[src/rtl/branch_pkg.sv]
// Shared encodings for the branch predict unit.
// Branch ops, 2-bit counter states, FSM states.
package branch_pkg;

  typedef enum logic [2:0] {
    OP_BEQ  = 3'b000,
    OP_BNE  = 3'b001,
    OP_JAL  = 3'b010,
    OP_UND  = 3'b011,
    OP_BLT  = 3'b100,
    OP_BGE  = 3'b101,
    OP_BLTU = 3'b110,
    OP_BGEU = 3'b111
  } br_op_e;

  localparam logic [1:0] CNT_SNT = 2'b00;
  localparam logic [1:0] CNT_WNT = 2'b01;
  localparam logic [1:0] CNT_WT  = 2'b10;
  localparam logic [1:0] CNT_ST  = 2'b11;

  typedef enum logic {
    ST_IDLE  = 1'b0,
    ST_CLEAR = 1'b1
  } bpu_state_e;

  function automatic logic is_cond(
    input logic [2:0] op
  );
    return (op != OP_JAL) && (op != OP_UND);
  endfunction

  function automatic logic [1:0] cnt_next(
    input logic [1:0] c,
    input logic       t
  );
    logic [1:0] n;
    n = c;
    if (t && c != CNT_ST)
      n = c + 2'b01;
    else if (!t && c != CNT_SNT)
      n = c - 2'b01;
    return n;
  endfunction

endpackage

[src/rtl/branch_compare.sv]
// Branch condition evaluator (combinational).
// Ports: i_op, i_a, i_b in; o_res out.
module branch_compare
  import branch_pkg::*;
#(
  parameter int DATA_WIDTH = 32
) (
  input  logic [2:0]            i_op,
  input  logic [DATA_WIDTH-1:0] i_a,
  input  logic [DATA_WIDTH-1:0] i_b,
  output logic                  o_res
);

  logic w_eq;
  logic w_lt;
  logic w_ltu;

  assign w_eq  = (i_a == i_b);
  assign w_lt  = ($signed(i_a) < $signed(i_b));
  assign w_ltu = (i_a < i_b);

  always_comb begin
    o_res = 1'b0;
    unique case (1'b1)
      (i_op == OP_BEQ):  o_res = w_eq;
      (i_op == OP_BNE):  o_res = ~w_eq;
      (i_op == OP_JAL):  o_res = 1'b1;
      (i_op == OP_UND):  o_res = 1'b0;
      (i_op == OP_BLT):  o_res = w_lt;
      (i_op == OP_BGE):  o_res = ~w_lt;
      (i_op == OP_BLTU): o_res = w_ltu;
      (i_op == OP_BGEU): o_res = ~w_ltu;
      default:           o_res = 1'b0;
    endcase
  end

endmodule

[src/rtl/branch_predict_unit.sv]
// Bimodal predictor, resolver, stats, flush sweep.
// Ports: fetch pc/pred, resolve req/result, flush, ready, counters.
module branch_predict_unit
  import branch_pkg::*;
#(
  parameter int DATA_WIDTH  = 32,
  parameter int BHT_ENTRIES = 64,
  parameter int CNT_WIDTH   = 16
) (
  input  logic                  i_clk,
  input  logic                  i_rst,
  input  logic [DATA_WIDTH-1:0] i_fetch_pc,
  output logic                  o_pred_taken,
  input  logic                  i_valid,
  input  logic                  i_branch,
  input  logic [2:0]            i_branch_op,
  input  logic [DATA_WIDTH-1:0] i_a,
  input  logic [DATA_WIDTH-1:0] i_b,
  input  logic [DATA_WIDTH-1:0] i_ex_pc,
  input  logic                  i_pred_taken,
  input  logic                  i_flush,
  output logic                  o_valid,
  output logic                  o_take,
  output logic                  o_mispredict,
  output logic                  o_ready,
  output logic [CNT_WIDTH-1:0]  o_branch_cnt,
  output logic [CNT_WIDTH-1:0]  o_mispred_cnt
);

  localparam int IDX_W = $clog2(BHT_ENTRIES);
  localparam logic [IDX_W-1:0] LAST_IDX =
    IDX_W'(BHT_ENTRIES - 1);

  logic [1:0]       r_bht [BHT_ENTRIES];
  bpu_state_e       r_state;
  bpu_state_e       w_state_nxt;
  logic [IDX_W-1:0] r_sweep;
  logic [IDX_W-1:0] w_sweep_nxt;
  logic             w_clr_en;

  logic [IDX_W-1:0] w_fidx;
  logic [IDX_W-1:0] w_eidx;
  logic             w_cmp;
  logic             w_take;
  logic             w_mis;
  logic             w_qual;
  logic             w_ready;
  logic             w_upd;
  logic             w_unused;

  logic                 r_valid;
  logic                 r_take;
  logic                 r_mis;
  logic [CNT_WIDTH-1:0] r_bcnt;
  logic [CNT_WIDTH-1:0] r_mcnt;

  assign w_unused = ^{i_fetch_pc, i_ex_pc};

  assign w_fidx = i_fetch_pc[IDX_W+1:2];
  assign w_eidx = i_ex_pc[IDX_W+1:2];

  assign o_pred_taken = r_bht[w_fidx][1];

  branch_compare #(
    .DATA_WIDTH(DATA_WIDTH)
  ) u_cmp (
    .i_op (i_branch_op),
    .i_a  (i_a),
    .i_b  (i_b),
    .o_res(w_cmp)
  );

  assign w_take  = i_branch & w_cmp;
  assign w_mis   = w_take ^ i_pred_taken;
  assign w_qual  = i_valid & i_branch
                 & is_cond(i_branch_op);
  assign w_ready = (r_state == ST_IDLE);
  // A flush in the same cycle wins over the update.
  assign w_upd   = w_qual & w_ready & ~i_flush;

  always_comb begin
    w_state_nxt = r_state;
    w_sweep_nxt = r_sweep;
    w_clr_en    = 1'b0;
    unique case (r_state)
      ST_IDLE: begin
        if (i_flush) begin
          w_state_nxt = ST_CLEAR;
          w_sweep_nxt = '0;
        end
      end
      ST_CLEAR: begin
        w_clr_en    = 1'b1;
        w_sweep_nxt = r_sweep + 1'b1;
        if (r_sweep == LAST_IDX)
          w_state_nxt = ST_IDLE;
      end
      default: w_state_nxt = ST_IDLE;
    endcase
  end

  always_ff @(posedge i_clk) begin
    if (i_rst) begin
      r_state <= ST_IDLE;
      r_sweep <= '0;
    end else begin
      r_state <= w_state_nxt;
      r_sweep <= w_sweep_nxt;
    end
  end

  always_ff @(posedge i_clk) begin
    if (i_rst) begin
      for (int i = 0; i < BHT_ENTRIES; i++)
        r_bht[i] <= CNT_WNT;
    end else if (w_clr_en) begin
      r_bht[r_sweep] <= CNT_WNT;
    end else if (w_upd) begin
      r_bht[w_eidx] <= cnt_next(r_bht[w_eidx], w_take);
    end
  end

  always_ff @(posedge i_clk) begin
    if (i_rst) begin
      r_valid <= 1'b0;
      r_take  <= 1'b0;
      r_mis   <= 1'b0;
    end else begin
      r_valid <= i_valid;
      r_take  <= i_valid & w_take;
      r_mis   <= i_valid & w_mis;
    end
  end

  always_ff @(posedge i_clk) begin
    if (i_rst) begin
      r_bcnt <= '0;
      r_mcnt <= '0;
    end else begin
      if (w_qual && !(&r_bcnt))
        r_bcnt <= r_bcnt + 1'b1;
      if (w_qual && w_mis && !(&r_mcnt))
        r_mcnt <= r_mcnt + 1'b1;
    end
  end

  assign o_valid       = r_valid;
  assign o_take        = r_take;
  assign o_mispredict  = r_mis;
  assign o_ready       = w_ready;
  assign o_branch_cnt  = r_bcnt;
  assign o_mispred_cnt = r_mcnt;

endmodule

[config.mk]
export PLATFORM = sky130hd
export DESIGN_NAME = branch_predict_unit
export DESIGN_NICKNAME = d
export VERILOG_FILES = /design/src/rtl/branch_pkg.sv /design/src/rtl/branch_compare.sv /design/src/rtl/branch_predict_unit.sv
export SDC_FILE = /design/constraint.sdc
export NUM_CORES = 1
export LEC_CHECK = 0
export CORE_UTILIZATION = 59
export CTS_CLUSTER_DIAMETER = 60
export DETAILED_ROUTE_END_ITERATION = 8
export PLACE_DENSITY_LB_ADDON = 0.05
export SLEW_MARGIN = 20
export SYNTH_ARGS = -nofsm -noshare
export SYNTH_HDL_FRONTEND = slang
export SYNTH_HIERARCHICAL = 1
export SYNTH_SLANG_ARGS = --single-unit
[constraint.sdc]
create_clock -name i_clk -period 9.8 [get_ports i_clk]
set_input_delay 1.96 -clock i_clk [delete_from_list [all_inputs] [get_ports i_clk]]
set_output_delay 1.96 -clock i_clk [all_outputs]
set_load 0.01 [all_outputs]
==> results.sh <==
export IMPL_grt_usage_pct=29.2
export IMPL_holdBufCountCts=0
export IMPL_grt_max_degree=104
export IMPL_peakVddDrop_mv=0.121
export IMPL_drive_gt1_share_pct=8.24
export IMPL_cts_made_buffers=17
export IMPL_place_hpwl_mm=17.6
export IMPL_synth_ff_type="edfxtp_1"
export IMPL_grt_busiest_layer="met2"
export IMPL_holdCritPathClass="reg2reg"
export IMPL_rsz0062_at_grt="false"
export IMPL_die_area_mm2=0.0182
export IMPL_status="complete, no violations"
export IMPL_setup_violations_final=0
export IMPL_max_slew_margin_pct=25.5
export IMPL_worstPathRequired_ns=7.84
export IMPL_cp_start_kind="input port"
export IMPL_drt_initial_drc_count=746
export IMPL_min_period_ns=7.02
export IMPL_io_pins=174
export IMPL_start_util_pct=60.3
export IMPL_tightest_slew_ns=1.11
export IMPL_cts_setup_buffers=0
export IMPL_finalHoldViolations=0
export IMPL_antenna_found_initial=0
export IMPL_max_clock_path_buffers=2
export IMPL_vias=8249
export IMPL_n_antenna_cell=0
export IMPL_cts_root_buf="clkbuf_16"
export IMPL_synth_seq_cells=170
export IMPL_crit_fanout=16
export IMPL_clock_sinks=170
export IMPL_critical_path_class="in2out"
export IMPL_fin_crit_sh_pct=71.6
export IMPL_netlist_instances=1042
export IMPL_clk_pin_slew_ns=0.07
export IMPL_min_from="o_branch_cnt[1]$_SDFFE_PP0P_"
export IMPL_grt_pass1_vias=7959
export IMPL_row_count=48
export IMPL_power_total_mw=1.67
export IMPL_dieHeight_um=135
export IMPL_post_cts_resized=0
export IMPL_async_flop_share_pct=0
export IMPL_crit_arrival_ns=5.06
export IMPL_syn_cell_area_mm2=0.0104
export IMPL_syn_nets=1216
export IMPL_synth_distinct_cells=65
export IMPL_fin_skew_ns=0.00661
export IMPL_syn_avg_cell_area_um2=9.98
export IMPL_core_area_mm2=0.0172
export IMPL_reg2reg_depth=11
export IMPL_syn2layout_area_growth_pct=17.4
export IMPL_drv_cap=0
export IMPL_endpoint_kind="output pin"
export IMPL_yosysWarnings=6
export IMPL_drt_pass1_iterations=6
export IMPL_maxSlewViolCount=0
export IMPL_p_per_area_mw_per_mm2=137
export IMPL_fillers=1371
export IMPL_r2r_setup_slack_ns=5.85
export IMPL_wl_per_cell_um=18.7
export IMPL_nets=1302
export IMPL_fmax_ghz=0.143
export IMPL_ys_seq_area_share_pct=45.1
export IMPL_synth_edf_count=128
export IMPL_grt_overflow_total=0
export IMPL_power_leakage_nw=4.31
export IMPL_die_w_um=135
export IMPL_met3_usage_pct=6.57
export IMPL_hold_depth=2
export IMPL_port_buffers=121
export IMPL_r2r_start="r_bht[8][1]$_SDFFCE_PN0P_"
export IMPL_clk_insertion_delay_late_ns=0.43
export IMPL_met2_usage_pct=47.9
export IMPL_setup_tns_final_ns=0
export IMPL_drt_wl_total_mm=25.5
export IMPL_gr_usage_met1_pct=37.2
export IMPL_grt_pass1_wl_mm=40.4
export IMPL_drc_errors=0
export IMPL_reg2reg_to="r_bht[13][0]$_SDFFCE_PN1P_"
export IMPL_place_congestion=0.893
export IMPL_final_antenna_net_count=0
export IMPL_cts_tree="yes"
export IMPL_drt_vias_per_instance=6.04
export IMPL_cts_max_level=4
export IMPL_hold_end="o_branch_cnt[1]$_SDFFE_PP0P_"
worst max-delay path, cell delays in order:
cell and delay, ns:
clkdlybuf4s50_1 1.16, mux4_2 0.43, mux4_2 0.52, mux4_2 0.48, clkdlybuf4s50_1 0.49
worst max-delay path by stage:
| stage | start | end | slack [ns] |
|---|---|---|---|
| final | i_fetch_pc[3] | o_pred_taken | 2.78 |
| after global routing | i_fetch_pc[3] | o_pred_taken | 2.71 |
| after CTS | i_fetch_pc[3] | o_pred_taken | 2.77 |
| after detailed placement | i_fetch_pc[3] | o_pred_taken | 2.78 |
| after global placement | i_fetch_pc[3] | o_pred_taken | 2.82 |
| after floorplan | i_fetch_pc[2] | o_pred_taken | 3.88 |
where the power goes:
| part | switching (mW) | leakage (nW) | internal [mW] |
|---|---|---|---|
| Sequential | 0.00847 | 1.43 | 0.783 |
| Clock | 0.280 | 0.309 | 0.400 |
| Combinational | 0.106 | 2.56 | 0.0940 |
cells by family (layout without fill, tap and decap cells):
logic type,after synthesis,after routing,synth area share (%)
fa+ha+maj,37,37,4.45
xor+xnor,35,35,2.95
flops,170,170,45.1
compound gates,130,130,8.52
mux,89,89,11.1
simple gates,471,471,22.5
buf+inv,110,209,5.44
layer usage:
metal  wire length [um]  share of wire, %
met5                  0                 0
met4                779               3.1
met3               2140               8.4
met2              12100                47
met1              10500                41
sequential cells by signal (all words and copies together), names as in the netlist:
name           flops
o_mispred_cnt     16
o_branch_cnt      16
r_sweep            6
o_take             1
r_bht            128
o_mispredict       1
o_valid            1
r_state            1
stage by stage:
step | worst slack [ns] | hold WS, ns | instance area, um2 | std cells | util (%)
after floorplan | 3.88 | 0.504 | 10400 | 1042 | -
after global placement | 2.82 | 0.482 | 11600 | 1333 | 67.1
after detailed placement | 2.78 | 0.485 | 11600 | 1333 | 67.1
after CTS | 2.77 | 0.497 | 12200 | 1365 | 70.7
after global routing | 2.71 | 0.555 | 12200 | 1366 | 70.8
final | 2.78 | 0.497 | 12200 | 1366 | 70.8
cell usage in the layout (no fill, tap or decap), drive strengths merged, types with 3 or more instances in the layout:
| master | instances |
|---|---|
| clkdlybuf4s50 | 119 |
| and4 | 6 |
| a21o | 4 |
| a21oi | 41 |
| xnor2 | 7 |
| nor4 | 4 |
| nand4 | 18 |
| nand2b | 56 |
| mux2i | 68 |
| and2 | 10 |
| o21a | 7 |
| o22ai | 4 |
| buf | 11 |
| o21bai | 3 |
| nor2 | 116 |
| a32oi | 3 |
| o21ai | 16 |
| inv | 54 |
| or2 | 21 |
| and3 | 6 |
| nand3 | 74 |
| ha | 37 |
| a22oi | 32 |
| edfxtp | 128 |
| dfxtp | 42 |
| mux4 | 21 |
| xor2 | 28 |
| nor2b | 15 |
| nand2 | 108 |
| clkbuf | 25 |
| nor3 | 27 |
cell type report:
cell class / count / area [um2] / area share [%]
clock inverter: 7 / 46.3 / 0.379
clock buffer: 25 / 561 / 4.59
sequential: 170 / 4680 / 38.4
tap: 225 / 282 / 2.31
multi-input combinational: 762 / 5160 / 42.3
timing repair buffer: 130 / 1290 / 10.6
inverter: 47 / 176 / 1.45
cells in the mapped netlist, types with 7 or more instances:
library cell / instances / area [um2]
a21oi_1: 41 / 205
a22oi_1: 32 / 240
and2_1: 9 / 56.3
buf_2: 11 / 55.1
buf_6: 13 / 146
clkbuf_1: 33 / 124
dfxtp_1: 42 / 841
edfxtp_1: 128 / 3840
ha_1: 37 / 463
inv_1: 47 / 176
mux2i_1: 68 / 681
mux4_2: 21 / 473
nand2_1: 108 / 405
nand2b_1: 56 / 350
nand3_1: 74 / 370
nand4_1: 17 / 106
nor2_1: 116 / 435
nor2b_1: 15 / 93.8
nor3_1: 27 / 135
o21a_1: 7 / 52.6
o21ai_0: 11 / 55.1
or2_2: 21 / 131
xnor2_1: 7 / 61.3
xor2_1: 28 / 245
(Power assumes the default switching activity.)
